`config.mk`:
```
export PLATFORM = sky130hd
export DESIGN_NAME = branch_pred_unit_flat
export DESIGN_NICKNAME = d
export VERILOG_FILES = /design/src/rtl/bpu_pkg.sv /design/src/rtl/branch_pred_unit_if.sv /design/src/rtl/branch_tgt_calc.sv /design/src/rtl/branch_pred_unit.sv /design/src/flat_wrapper.sv
export SDC_FILE = /design/constraint.sdc
export NUM_CORES = 1
export LEC_CHECK = 0
export CAP_MARGIN = 20
export CORE_MARGIN = 2
export CORE_UTILIZATION = 45
export CTS_CLUSTER_SIZE = 10
export DETAILED_ROUTE_END_ITERATION = 10
export PLACE_DENSITY = 0.66
export SLEW_MARGIN = 5
export SYNTH_ARGS = -nofsm -noshare
export SYNTH_HDL_FRONTEND = slang
export SYNTH_SLANG_ARGS = --single-unit
```
`constraint.sdc`:
```
create_clock -name clk -period 5.87 [get_ports clk]
set_clock_uncertainty 0.1 [all_clocks]
set_input_delay 0.587 -clock clk [delete_from_list [all_inputs] [get_ports clk]]
set_output_delay 0.587 -clock clk [all_outputs]
set_load 0.02 [all_outputs]
```
`src/rtl/bpu_pkg.sv`:
```
// Shared definitions for the branch prediction unit: counter encodings,
// instruction size and the immediate-to-byte-offset helper.
package bpu_pkg;

  localparam int unsigned INSN_BYTES = 4;
  localparam int unsigned MAX_W      = 64;

  localparam logic [1:0] SNT = 2'b00;
  localparam logic [1:0] WNT = 2'b01;
  localparam logic [1:0] WT  = 2'b10;
  localparam logic [1:0] ST  = 2'b11;

  // Sign-extend an imm_w-bit word offset held in a MAX_W container, then scale to bytes.
  function automatic logic [MAX_W-1:0] sext_shift(input logic [MAX_W-1:0] imm,
                                                  input int unsigned      imm_w);
    logic signed [MAX_W-1:0] s;
    s = $signed(imm << (MAX_W - imm_w)) >>> (MAX_W - imm_w);
    return $unsigned(s) << 2;
  endfunction

  // Two-bit saturating counter step toward the resolved direction.
  function automatic logic [1:0] cnt_next(input logic [1:0] c, input logic taken);
    logic [1:0] n;
    n = c;
    if (taken && (c != ST)) n = c + 2'(1);
    else if (!taken && (c != SNT)) n = c - 2'(1);
    return n;
  endfunction

endpackage

```
`src/rtl/branch_pred_unit_if.sv`:
```
// Lookup, resolve and prediction/redirect signals of the branch prediction unit.
interface branch_pred_unit_if #(
  parameter int unsigned ADDR_W = 32,
  parameter int unsigned IMM_W  = 16,
  parameter int unsigned CNT_W  = 16
);
  logic              lk_valid;
  logic [ADDR_W-1:0] lk_pc;
  logic [IMM_W-1:0]  lk_imm;
  logic              pred_valid;
  logic              pred_taken;
  logic [ADDR_W-1:0] pred_target;
  logic              res_valid;
  logic [ADDR_W-1:0] res_pc;
  logic [IMM_W-1:0]  res_imm;
  logic              res_taken;
  logic              res_pred_taken;
  logic              mispredict;
  logic [ADDR_W-1:0] redirect_pc;
  logic [CNT_W-1:0]  mispredict_cnt;

  modport master (
    output lk_valid, lk_pc, lk_imm,
    output res_valid, res_pc, res_imm, res_taken, res_pred_taken,
    input  pred_valid, pred_taken, pred_target,
    input  mispredict, redirect_pc, mispredict_cnt
  );

  modport slave (
    input  lk_valid, lk_pc, lk_imm,
    input  res_valid, res_pc, res_imm, res_taken, res_pred_taken,
    output pred_valid, pred_taken, pred_target,
    output mispredict, redirect_pc, mispredict_cnt
  );
endinterface

```
`src/rtl/branch_tgt_calc.sv`:
```
// Combinational branch target (pc + 4 + sext(imm) << 2) and fall-through (pc + 4).
module branch_tgt_calc
  import bpu_pkg::*;
#(
  parameter int unsigned ADDR_W = 32,
  parameter int unsigned IMM_W  = 16
) (
  input  logic [ADDR_W-1:0] pc,
  input  logic [IMM_W-1:0]  imm,
  output logic [ADDR_W-1:0] fall_thru_c,
  output logic [ADDR_W-1:0] tgt_c
);

  assign fall_thru_c = pc + ADDR_W'(INSN_BYTES);
  assign tgt_c       = fall_thru_c + ADDR_W'(sext_shift(MAX_W'(imm), IMM_W));

endmodule

```
`src/rtl/branch_pred_unit.sv`:
```
// Branch direction predictor (2-bit counter table) with target computation,
// resolve-time training, mispredict redirect and saturating mispredict count.
module branch_pred_unit
  import bpu_pkg::*;
#(
  parameter int unsigned ADDR_W    = 32,
  parameter int unsigned IMM_W     = 16,
  parameter int unsigned BHT_DEPTH = 64,
  parameter int unsigned CNT_W     = 16
) (
  input logic               clk,
  input logic               rst,
  branch_pred_unit_if.slave bus
);

  localparam int unsigned IDX_W = $clog2(BHT_DEPTH);

  logic [1:0]        bht [BHT_DEPTH];
  logic [IDX_W-1:0]  lk_idx;
  logic [IDX_W-1:0]  res_idx;
  logic [ADDR_W-1:0] lk_ft_c, lk_tgt_c, res_ft_c, res_tgt_c;
  logic              mispredict_c;

  logic              pred_valid_q;
  logic              pred_taken_q;
  logic [ADDR_W-1:0] pred_target_q;
  logic              mispredict_q;
  logic [ADDR_W-1:0] redirect_pc_q;
  logic [CNT_W-1:0]  mispredict_cnt_q;

  assign lk_idx       = bus.lk_pc[IDX_W+1:2];
  assign res_idx      = bus.res_pc[IDX_W+1:2];
  assign mispredict_c = bus.res_valid && (bus.res_taken != bus.res_pred_taken);

  branch_tgt_calc #(.ADDR_W(ADDR_W), .IMM_W(IMM_W)) u_lk_tgt (
    .pc          (bus.lk_pc),
    .imm         (bus.lk_imm),
    .fall_thru_c (lk_ft_c),
    .tgt_c       (lk_tgt_c)
  );

  branch_tgt_calc #(.ADDR_W(ADDR_W), .IMM_W(IMM_W)) u_res_tgt (
    .pc          (bus.res_pc),
    .imm         (bus.res_imm),
    .fall_thru_c (res_ft_c),
    .tgt_c       (res_tgt_c)
  );

  // Lookup reads the pre-update counter; a same-cycle resolve lands on the next edge.
  always_ff @(posedge clk) begin
    if (rst) begin
      for (int i = 0; i < int'(BHT_DEPTH); i++) bht[i] <= WNT;
      pred_valid_q     <= 1'b0;
      pred_taken_q     <= 1'b0;
      pred_target_q    <= '0;
      mispredict_q     <= 1'b0;
      redirect_pc_q    <= '0;
      mispredict_cnt_q <= '0;
    end else begin
      pred_valid_q <= bus.lk_valid;
      if (bus.lk_valid) begin
        pred_taken_q  <= bht[lk_idx][1];
        pred_target_q <= bht[lk_idx][1] ? lk_tgt_c : lk_ft_c;
      end
      if (bus.res_valid) bht[res_idx] <= cnt_next(bht[res_idx], bus.res_taken);
      mispredict_q <= mispredict_c;
      if (mispredict_c) begin
        redirect_pc_q <= bus.res_taken ? res_tgt_c : res_ft_c;
        if (mispredict_cnt_q != '1) mispredict_cnt_q <= mispredict_cnt_q + CNT_W'(1);
      end
    end
  end

  assign bus.pred_valid     = pred_valid_q;
  assign bus.pred_taken     = pred_taken_q;
  assign bus.pred_target    = pred_target_q;
  assign bus.mispredict     = mispredict_q;
  assign bus.redirect_pc    = redirect_pc_q;
  assign bus.mispredict_cnt = mispredict_cnt_q;

endmodule

```
`src/flat_wrapper.sv`:
```
// flat-port wrapper written by rule: the top's interface ports become plain ports
module branch_pred_unit_flat import bpu_pkg::*;
#(
  parameter int unsigned ADDR_W    = 32,
  parameter int unsigned IMM_W     = 16,
  parameter int unsigned BHT_DEPTH = 64,
  parameter int unsigned CNT_W     = 16
)
  (clk, rst, bus_lk_valid, bus_lk_pc, bus_lk_imm, bus_res_valid, bus_res_pc, bus_res_imm, bus_res_taken, bus_res_pred_taken, bus_pred_valid, bus_pred_taken, bus_pred_target, bus_mispredict, bus_redirect_pc, bus_mispredict_cnt);
  branch_pred_unit_if #(.ADDR_W(ADDR_W), .IMM_W(IMM_W), .CNT_W(CNT_W)) bus_i ();
  input logic clk;
  input logic rst;
  input wire logic [$bits(bus_i.lk_valid)-1:0] bus_lk_valid;
  input wire logic [$bits(bus_i.lk_pc)-1:0] bus_lk_pc;
  input wire logic [$bits(bus_i.lk_imm)-1:0] bus_lk_imm;
  input wire logic [$bits(bus_i.res_valid)-1:0] bus_res_valid;
  input wire logic [$bits(bus_i.res_pc)-1:0] bus_res_pc;
  input wire logic [$bits(bus_i.res_imm)-1:0] bus_res_imm;
  input wire logic [$bits(bus_i.res_taken)-1:0] bus_res_taken;
  input wire logic [$bits(bus_i.res_pred_taken)-1:0] bus_res_pred_taken;
  output wire logic [$bits(bus_i.pred_valid)-1:0] bus_pred_valid;
  output wire logic [$bits(bus_i.pred_taken)-1:0] bus_pred_taken;
  output wire logic [$bits(bus_i.pred_target)-1:0] bus_pred_target;
  output wire logic [$bits(bus_i.mispredict)-1:0] bus_mispredict;
  output wire logic [$bits(bus_i.redirect_pc)-1:0] bus_redirect_pc;
  output wire logic [$bits(bus_i.mispredict_cnt)-1:0] bus_mispredict_cnt;
  assign bus_i.lk_valid = bus_lk_valid;
  assign bus_i.lk_pc = bus_lk_pc;
  assign bus_i.lk_imm = bus_lk_imm;
  assign bus_i.res_valid = bus_res_valid;
  assign bus_i.res_pc = bus_res_pc;
  assign bus_i.res_imm = bus_res_imm;
  assign bus_i.res_taken = bus_res_taken;
  assign bus_i.res_pred_taken = bus_res_pred_taken;
  assign bus_pred_valid = bus_i.pred_valid;
  assign bus_pred_taken = bus_i.pred_taken;
  assign bus_pred_target = bus_i.pred_target;
  assign bus_mispredict = bus_i.mispredict;
  assign bus_redirect_pc = bus_i.redirect_pc;
  assign bus_mispredict_cnt = bus_i.mispredict_cnt;
  branch_pred_unit #(.ADDR_W(ADDR_W), .IMM_W(IMM_W), .BHT_DEPTH(BHT_DEPTH), .CNT_W(CNT_W)) u_core (.clk(clk), .rst(rst), .bus(bus_i));
endmodule
```
==> results.md, run 1 <==
* EDFF count, synth at 128
* Critical-path cell list: clkdlybuf4s50_1 > ha_1 > nand2_1 > or4_1 > or4_1 > xnor2_1 > ha_1 > a21o_1 > a21o_1 > a21oi_1 > o211ai_1 > a21oi_1 > or2_2 > mux2_2 > or4b_1 > nand3_1
* Clock Latency Late Sink at 0.54 ns
* Top_reg_cell synth: edfxtp_1
* Core Area at 32370 um2
* Die span in y at 184.7 um
* Clock-pin transition on the worst setup and hold timing paths at 0.05 ns
* Dpl hpwl at 32350 um
* Cell row count at 66
* Port bufs at 184
* Routability cong. at 0.9064
* Max_cap viols at 0
* Min-Delay Path Class: reg -> reg
* Worst-case clock buffer depth at 3
* Via count at 13270
* Avg WL per Cell at 20.44 um
* DR vias/cell at 5.977
* Root Driver: clkbuf_16
* Worst R2R Path Depth at 11
* Mapped Nets at 1808
* Share of layout cells above drive strength 1 at 0.08160
* Top delay family on crit path: simple AND/OR/NAND/NOR gates
* Vias in the first global route at 12590
* Post-synthesis sequential area ratio at 0.3746
* Fmax at 204.1 MHz
* Tcrit/Tclk final at 0.8345
* Synth area leader: edfxtp_1
* Initial Utilization at 0.4540
* Data required, critical path at 6.24 ns
* Post-cts hold buffer count at 0
* Post-route ant nets at 0
* CP max stage delay at 0.66 ns
* Die Span X at 184.7 um
* Fin area at 17710 um2
* Top cells by area, synth: edfxtp_1, dfxtp_1, ha_1, mux4_2, nand2_1
* GR Overflow Total at 0
* Initial antenna violation count at 1
* Top-count cell post-synth: nand2_1
* RSZ-0062 raised after global routing: false
* All-layer global routing usage at 0.2605
* Stages on the worst setup path at 16
* Final nets at 1944
* Fin. max-slew vios at 0
* Synth cell types at 73
* Post-CTS resize count at 0
* Yosys synthesis warning count at 0
* 1st-iter DRT viols at 1142
* Leakage at 6.293 nW
* Worst vdd ir at 0.0002058 V
* Asr flop ratio synth at 0
* Reg2reg start: u_core.bht[22][1]
* R2R Setup Slk at 1.74 ns
* Cell Area, Placed at 16970 um2
* Die Footprint at 34120 um2
* Number of failing hold endpoints at the final stage at 0
* Num CTS Buffers at 26
* Mapped Avg Cell Area at 9.022 um2
* Worst Hold End: u_core.bus.redirect_pc[0]
* Synth Instances at 1629
* Startpoint Class: input pin
* CP Max Fanout at 5
* Setup-failing EPs final at 0
* Setup CP Type: in -> reg
* Outcome: complete, no violations
* # IOs at 185
* Power Density at 241.1 nW/um2
* Pre-antenna DRT Iters at 5
* Final WL at 45370 um
* Setup TNS Final at 0 ns
* Setup crit end kind: flip-flop
* DRC at 0
* RR Endpoint: u_core.bht[36][0]
* Number of synthesized register bits at 211
* Area delta synth->final at 20.48%
* First-pass GRT wire length at 70240 um
* Post-Syn Area at 14700 um2
* Layout fillers at 3019
* Synth top area share at 0.2615
* Sink Count at 211
* CP Buf/Inv Count at 1
* Slew margin rel. at 0.1893
* WHS Path Cells at 2
* Number of setup buffers added after CTS at 0
* Worst setup margin at 0.9712 ns
* # H-tree levels at 1
* Synth top cells by count: nand2_1, nor2_1, edfxtp_1, o21ai_0, a21oi_1
* CTS tree: built
* Slowest CP cell: or4_1
* Final min period at 4.899 ns
* Largest net degree at the start of global routing at 77
* DP Worst Slack at 0.5032 ns
* Hold_sp: u_core.bus.redirect_pc[0]
* CP arrival at 5.27 ns
* Actual slew at the worst max-slew pin at 1.207 ns
[area by class of cell]
type | count | area [um2] | area share
Antenna cell | 1 | 2.502 | 0.0001413
Clock buffer | 35 | 704.4 | 0.03978
Clock inverter | 5 | 32.53 | 0.001837
Inverter | 32 | 120.1 | 0.006783
Multi-Input combinational cell | 1270 | 8612 | 0.4864
Sequential cell | 211 | 5505 | 0.3109
Tap cell | 442 | 553.0 | 0.03123
Timing Repair Buffer | 224 | 2177 | 0.1230
[flip-flops by register name (all words and copies together), names as in the netlist]
signal,flops
u_core.bht,128
u_core.bus.pred_target,32
u_core.bus.redirect_pc,32
u_core.bus.mispredict_cnt,16
u_core.bus.mispredict,1
u_core.bus.pred_taken,1
u_core.bus.pred_valid,1
[logic make-up (layout without fill, tap and decap cells)]
logic type               Yosys count  after routing  share of synthesized area
AO/OA/AOI/OAI                    385            385                     0.1681
buffers and inverters            148            296                    0.04163
other                              0              1                          0
flip-flops                       211            211                     0.3746
multiplexers                      73             73                    0.08199
adder cells (fa/ha/maj)           77             77                    0.06658
XOR/XNOR                         111            111                    0.06615
AND/OR/NAND/NOR                  624            624                     0.2009
[power by group]
part	leakage (nW)	switching, mW	internal [mW]	total (mW)
registers	1.80	0.0373	1.63	1.67
logic	4.13	0.693	0.475	1.17
clock network	0.359	0.606	0.826	1.43
total	6.29	1.34	2.93	4.27
[cell usage in the layout (no fill, tap or decap), types with 9 or more instances in the layout]
| master | count |
|---|---|
| clkdlybuf4s50_1 | 181 |
| nand2_1 | 173 |
| nor2_1 | 158 |
| edfxtp_1 | 128 |
| o21ai_0 | 100 |
| a21oi_1 | 91 |
| nand3_1 | 86 |
| dfxtp_1 | 83 |
| ha_1 | 75 |
| nor3_1 | 73 |
| xnor2_1 | 67 |
| xor2_1 | 43 |
| mux4_2 | 37 |
| buf_4 | 36 |
| a21o_1 | 34 |
| a211oi_1 | 32 |
| inv_1 | 29 |
| and3_1 | 27 |
| mux2i_1 | 27 |
| clkbuf_16 | 26 |
| nand4_1 | 23 |
| a311oi_1 | 15 |
| a31oi_1 | 14 |
| nor2b_1 | 13 |
| a22oi_1 | 13 |
| o211ai_1 | 12 |
| or3_1 | 11 |
| and4_1 | 10 |
| or2_2 | 10 |
| and2_1 | 9 |
| mux2_2 | 9 |
[how the worst max path moves through the flow]
stage,startpoint,to,slack (ns)
floorplan,bus_res_pc[2],u_core.bus.redirect_pc[31],1.41
global placement,bus_res_pc[2],u_core.bus.redirect_pc[31],0.58
detailed placement,bus_res_pc[2],u_core.bus.redirect_pc[31],0.50
CTS,bus_res_pc[2],u_core.bus.redirect_pc[31],1.05
global route,bus_res_pc[2],u_core.bus.redirect_pc[31],0.83
finish,bus_res_pc[2],u_core.bus.redirect_pc[31],0.97
[stage by stage]
step                power (mW)  hold slack, ns  utilization  std cells
finish                   4.270          0.3544       0.5470       2220
global route             4.455          0.3783       0.5470       2220
CTS                      4.293          0.3579       0.5469       2219
detailed placement       2.851          0.3505       0.5242       2179
global placement         2.840          0.3483       0.5242       2179
floorplan                2.420          0.4304            -       1629
[worst register-to-register path, cell delays in order, from the launching register on]
cell and delay [ns]:
edfxtp_1 0.42, mux4_2 0.48, and2_1 0.17, a211oi_1 0.35, a311oi_1 0.11, nor4_2 0.58, inv_1 0.09, ha_1 0.22
mux2i_1 0.35, xor2_4 0.59, buf_4 0.29, nand3_1 0.08
[routing by layer]
| layer | part of all wire | track usage | up-vias |
|---|---|---|---|
| met5 | 0 | 0 | - |
| met4 | 0.025 | 0.07302 | 0 |
| met3 | 0.063 | 0.03280 | 69 |
| li1 | - | - | 6302 |
| met2 | 0.48 | 0.4374 | 502 |
| met1 | 0.44 | 0.3537 | 6395 |
No activity file was read; power rests on OpenSTA's default activity.
==> run 2: changes to the inputs <==
PLACE_DENSITY = 0.69   (was 0.66)
clock period = 3.96 ns   (was 5.87 ns; I/O delays follow)
==> results.md, run 2 (synthesis results as in run 1) <==
* Cell row count at 66 (unchanged)
* Layout fillers at 2708 (-10%)
* Top reg by flops: u_core.bht
* 1st-iter DRT viols at 1393 (+22%)
* Clk network pwr share at 0.336 (about the same)
* Worst hold slack at 0.1344 ns (-0.2199 ns)
* Setup CP Type: in -> reg
* Min-Delay Path Class: in -> reg
* Actual slew at the worst max-slew pin at 0.8984 ns (-0.3084 ns)
* Slew margin rel. at 0.4011 (+0.2118)
* Fin. max-slew vios at 0 (unchanged)
* Number of flip-flops in the largest register at 128 (unchanged)
* RSZ-0062 raised after global routing: false
* CP arrival at 3.98 ns (-1.29 ns)
* Final nets at 2208 (+14%)
* Total net switching power at 2.134 mW (+60%)
* Setup-failing EPs final at 0 (unchanged)
* Outcome: complete, no violations
* # H-tree levels at 1 (unchanged)
* Post-route ant nets at 0 (unchanged)
* Worst R2R Path Depth at 13 (+2)
* CTS tree: built
* Root Driver: clkbuf_16
* WHS Path Cells at 2 (unchanged)
* Leakage at 7.785 nW (+24%)
* Most frequent cells in the layout: buf_4, nand2_1, clkdlybuf4s50_1, nor2_1, edfxtp_1
* Routability cong. at 0.9398 (+3.7%)
* Sink Count at 211 (unchanged)
* First-pass GRT wire length at 74750 um (+6.4%)
* GR Overflow Total at 0 (unchanged)
* Dpl hpwl at 35340 um (+9.2%)
* Post-route insts no fill at 2484 (+12%)
* RR Endpoint: u_core.bht[39][0]
* Clock Latency Late Sink at 0.56 ns (+0.02 ns)
* Share of layout cells above drive strength 1 at 0.2260 (+0.1444)
* Final WL at 48220 um (+6.3%)
* All-layer global routing usage at 0.2777 (+0.01721)
* R2R Setup Slk at 0.25 ns (-1.49 ns)
* Setup crit end kind: flip-flop
* Area delta synth->final at 36.72%
* Startpoint Class: input pin
* Number of failing hold endpoints at the final stage at 0 (unchanged)
* Worst Hold End: u_core.bht[5][1]
* DR vias/cell at 5.861 (-1.9%)
* DP Cell Count at 2439 (+12%)
* Worst setup path start: bus_res_pc[4]
* Tcrit/Tclk final at 0.9611
* Clock-pin transition on the worst setup and hold timing paths at 0.06 ns (about the same)
* Internal power at 4.696 mW (+60%)
* Pre-antenna DRT Iters at 6 (+1)
* Data required, critical path at 4.13 ns (-2.11 ns)
* Sequential share of power at 0.363 (-0.028)
* DRC at 0 (unchanged)
* Hold_sp: rst
* Util after Layout at 0.6207 (+0.07371)
* Port bufs at 184 (unchanged)
* Avg WL per Cell at 19.41 um (-5.0%)
* Leading cell type in the layout, fill and taps excluded: buf_4
* Final min period at 3.806 ns
* Core Area at 32370 um2 (unchanged)
* Initial antenna violation count at 1 (unchanged)
* Max_cap viols at 0 (unchanged)
* Power Density at 339.9 nW/um2 (+41%)
* Fmax at 262.8 MHz
* Reg2reg start: u_core.bht[20][1]
* Via count at 14560 (+9.7%)
* Setup TNS Final at 0 ns (unchanged)
* # IOs at 185 (unchanged)
* CP Max Fanout at 46 (+41)
* Worst vdd ir at 0.0003202 V (+56%)
* Die Span X at 184.7 um (unchanged)
* Initial Utilization at 0.4540 (unchanged)
* Vias in the first global route at 14150 (+12%)
* Sw Ratio at 0.3124 (-0.0004916)
* Worst-case clock buffer depth at 3 (unchanged)
* Die Footprint at 34120 um2 (unchanged)
* Num CTS Buffers at 27 (+3.8%)
* Die span in y at 184.7 um (unchanged)
* Largest net degree at the start of global routing at 77 (unchanged)
* Power, Total at 6.829 mW (+60%)
* Gate power share at 0.301 (+0.028)
run 2: cell count changes in the layout (fill, tap and decap cells not counted), moves of 5 or more:
cell	change
xnor2_2	+5
clkdlybuf4s50_1	-15
ha_1	-6
xnor2_1	-6
buf_4	+260
dlymetal6s2s_1	+10
run 2: critical path, cell delays in order:
cell and delay [ns]:
buf_2 0.10, buf_4 0.11, buf_4 0.50, mux4_2 0.40
and2_1 0.17, a211oi_1 0.43, a311oi_1 0.14, nor4_2 0.29
buf_4 0.17, inv_1 0.04, ha_1 0.22, mux2i_1 0.16
buf_4 0.16, xor2_4 0.23, buf_12 0.23, nand4_1 0.17
run 2: layer usage:
layer	GRT usage	up-vias	share of wire
met5	0	-	0
met4	0.08889	0	0.035
met3	0.04564	121	0.084
met2	0.4696	719	0.48
met1	0.3634	6865	0.41
li1	-	6853	-
run 2: repair_timing:
action,CTS,global route
setup buffers,1,2
resized for setup,20,42
pin swaps,19,24
hold buffers,0,0
endpoints found under the setup margin,6,21
run 2: worst max-delay path by stage:
stage                     slack, ns  cells after the start                         end
final                          0.15                     16           u_core.bht[39][0]
after detailed placement      -0.77                     15  u_core.bus.redirect_pc[31]
after CTS                     0.001                     17  u_core.bus.redirect_pc[31]
after global placement        -0.74                     15  u_core.bus.redirect_pc[31]
after floorplan               -0.12                     16  u_core.bus.redirect_pc[31]
after global routing          0.003                     18  u_core.bus.redirect_pc[31]
run 2: through the flow:
step / area [um2] / setup slack [ns]
3_3_place_gp: 18990 / -0.7371
4_1_cts: 19880 / 0.001137
3_5_place_dp: 18990 / -0.7730
2_1_floorplan: 14770 / -0.1195
5_1_grt: 20090 / 0.002922
6_report: 20090 / 0.1542
run 2: power groups by stage:
stage	Clock (mW)	Sequential, mW	Combinational (mW)
3_3_place_gp	0	2.52	1.96
4_1_cts	2.32	2.48	2.01
5_1_grt	2.41	2.49	2.21
2_1_floorplan	0	2.58	1.01
3_5_place_dp	0	2.52	1.99
6_report	2.30	2.48	2.05
run 2: cell type report:
class,count,area [um2],area share
Timing Repair Buffer,487,4189,0.2085
Inverter,32,120.1,0.005978
Sequential cell,211,5505,0.2740
Antenna cell,2,5.005,0.0002491
Clock buffer,36,760.7,0.03786
Tap cell,442,553.0,0.02752
Clock inverter,4,42.54,0.002117
Multi-Input combinational cell,1270,8917,0.4438
==> run 3: changes to the inputs <==
ABC_AREA = 1   (was default)
PLACE_DENSITY = 0.68   (was 0.69)
==> results.md, run 3 <==
* Post-cts hold buffer count at 0 (unchanged)
* Pre-antenna DRT Iters at 6 (unchanged)
* Number of synthesized register bits at 211 (unchanged)
* Slew margin rel. at 0.3382 (-0.06290)
* Final min period at 3.557 ns (-0.2485 ns)
* 1st-iter DRT viols at 1644 (+18%)
* Met1 GRT Util at 0.4123 (+0.04882)
* Power, Total at 6.835 mW (about the same)
* Die Span X at 197.7 um (+7.0%)
* # IOs at 185 (unchanged)
* Share of layout cells above drive strength 1 at 0.08726 (-0.1387)
* Clock Latency Late Sink at 0.57 ns (about the same)
* Top cells by area, synth: edfxtp_1, nand2_1, dfxtp_1, nand3_1, inv_1
* Dpl hpwl at 47800 um (+35%)
* Vias in the first global route at 17370 (+23%)
* Area delta synth->final at 22.68%
* RR Endpoint: u_core.bht[3][0]
* Sink Count at 211 (unchanged)
* Number of setup buffers added after CTS at 0 (-1)
* Final WL at 61750 um (+28%)
* CTS tree: built
* Synth top cells by count: nand2_1, inv_1, nand3_1, nor2_1, a21oi_1
* Worst Hold End: u_core.bus.redirect_pc[0]
* Num CTS Buffers at 27 (unchanged)
* Data required, critical path at 4.16 ns (+0.03 ns)
* Setup crit end kind: flip-flop
* Setup CP Type: in -> reg
* Min-Delay Path Class: in -> reg
* Reg2reg start: u_core.bht[61][0]
* Post-CTS resize count at 0 (-100%)
* Mapped Avg Cell Area at 6.573 um2 (-27%)
* Mapped Nets at 2747 (+52%)
* Synth Instances at 2568 (+58%)
* Routability cong. at 1.026 (+9.2%)
* Top reg by flops: u_core.bht
* GR Overflow Total at 0 (unchanged)
* Avg WL per Cell at 18.66 um (-3.9%)
* Post-route ant nets at 0 (unchanged)
* Fin area at 20710 um2 (+3.1%)
* Die Footprint at 39070 um2 (+15%)
* RSZ-0062 raised after global routing: false
* M3 GR Usage at 0.03500 (-0.01064)
* Final nets at 3009 (+36%)
* Die span in y at 197.7 um (+7.0%)
* Setup-failing EPs final at 0 (unchanged)
* Core Area at 36790 um2 (+14%)
* Post-synthesis sequential area ratio at 0.3262 (-0.04843)
* First-pass GRT wire length at 95640 um (+28%)
* Worst setup margin at 0.4026 ns (+0.2485 ns)
* Cell row count at 70 (+6.1%)
* Synth top area share at 0.2277 (-0.03381)
* WHS Path Cells at 3 (+1)
* DP Worst Slack at -0.1063 ns (+0.6667 ns)
* Initial Utilization at 0.4588 (+0.004839)
* DR vias/cell at 5.458 (-6.9%)
* Number of flip-flops in the largest register at 128 (unchanged)
* Asr flop ratio synth at 0 (unchanged)
* Synth area leader: edfxtp_1
* Root Driver: clkbuf_16
* Actual slew at the worst max-slew pin at 0.9874 ns (+0.08896 ns)
* CP arrival at 3.75 ns (-0.23 ns)
* GRT busiest layer: met2
* DRC at 0 (unchanged)
* Top_reg_cell synth: edfxtp_1
* Top-count cell post-synth: nand2_1
* Leading cell type in the layout, fill and taps excluded: nand2_1
* Leakage at 9.063 nW (+16%)
* Cell Area, Placed at 19900 um2 (+4.7%)
* Startpoint Class: input pin
* Number of failing hold endpoints at the final stage at 0 (unchanged)
* Worst vdd ir at 0.0003182 V (-0.64%)
* Via count at 18070 (+24%)
* Fmax at 281.1 MHz (+7.0%)
* EDFF count, synth at 128 (unchanged)
* Met2 Resource Use GR at 0.5344 (+0.06480)
* Tcrit/Tclk final at 0.8983 (-0.06274)
* Post-Syn Area at 16880 um2 (+15%)
* Fin. max-slew vios at 0 (unchanged)
* Outcome: complete, no violations
* CP Max Fanout at 21 (-54%)
* Most frequent cells in the layout: nand2_1, inv_1, nand3_1, nor2_1, clkdlybuf4s50_1
* Worst R2R Path Depth at 15 (+2)
* Max_cap viols at 0 (unchanged)
* Worst-case clock buffer depth at 3 (unchanged)
* Hold_sp: bus_res_pc[0]
* Util after Layout at 0.5629 (-0.05778)
* Ant diodes at 0 (-2)
* R2R Setup Slk at 1.11 ns (+0.86 ns)
* Synth cell types at 46 (-37%)
* Port bufs at 184 (unchanged)
* # H-tree levels at 1 (unchanged)
* Clock-pin transition on the worst setup and hold timing paths at 0.05 ns (about the same)
* Worst hold slack at 0.2938 ns (+0.1593 ns)
* Power Density at 330.1 nW/um2 (-2.9%)
* Initial antenna violation count at 0 (-1)
* All-layer global routing usage at 0.3140 (+0.03632)
* Largest net degree at the start of global routing at 64 (-17%)
* Yosys synthesis warning count at 0 (unchanged)
[run 3: cell types whose count changed after synthesis, moves of 47 or more]
cell,before,now
nand2_1,173,801
nand3_1,86,281
inv_1,30,315
clkbuf_1,82,35
a21oi_1,91,151
nor2_1,158,279
xnor2_1,67,16
[run 3: cell families (layout without fill, tap and decap cells)]
family          count (synthesis)  in the layout  synth area share
flops                         211            211            0.3262
buf+inv                       422            696            0.1076
compound gates                265            265           0.08495
simple gates                 1526           1526            0.3886
xor+xnor                       67             67           0.03477
fa+ha+maj                      77             77           0.05797
[run 3: layout make-up]
type	count	area, um2
Fill cell	3662	16080
Multi-Input combinational cell	1935	9558
Sequential cell	211	5505
Timing Repair Buffer	328	3018
Inverter	327	1230
Clock buffer	32	704.4
Tap cell	468	585.6
Clock inverter	9	106.4
[run 3: how the worst max path moves through the flow]
| stage | to | cells after the start | start |
|---|---|---|---|
| final | u_core.bht[3][0] | 15 | bus_res_pc[2] |
| after global routing | u_core.bht[21][0] | 17 | bus_res_pc[2] |
| after CTS | u_core.bht[3][0] | 15 | bus_res_pc[2] |
| after detailed placement | u_core.bht[3][0] | 15 | bus_res_pc[2] |
| after global placement | u_core.bus.redirect_pc[25] | 17 | bus_res_pc[3] |
| after floorplan | u_core.bus.redirect_pc[30] | 19 | bus_res_pc[3] |
[run 3: per-layer routing]
metal	part of all wire	vias up
met2	0.47	710
met4	0.038	0
met1	0.42	8422
met5	0	-
li1	-	8799
met3	0.074	134
[run 3: through the flow]
| stage | TNS [ns] | instances |
|---|---|---|
| 2_1_floorplan | 0 | 2568 |
| 3_3_place_gp | -2.902 | 3269 |
| 3_5_place_dp | -6.609 | 3269 |
| 4_1_cts | 0 | 3310 |
| 5_1_grt | 0 | 3310 |
| 6_report | 0 | 3310 |
[run 3: critical path: stages]
cell	delay [ns]
clkdlybuf4s50_1	0.53
buf_4	0.23
nor3_2	0.81
nand2_1	0.12
nand4_1	0.13
o21ai_0	0.13
nand2_1	0.14
nor2_2	0.05
nand2_2	0.10
ha_1	0.16
nor2_1	0.07
nor2_1	0.22
nand3b_1	0.21
buf_4	0.32
nand3_1	0.13
[run 3: report_power, final]
part | total [mW] | internal [mW] | switching, mW | leakage, nW
clock network | 2.36 | 1.38 | 0.987 | 0.391
registers | 2.47 | 2.42 | 0.0542 | 1.83
logic | 2.00 | 0.750 | 1.25 | 6.84
total | 6.84 | 4.55 | 2.29 | 9.06
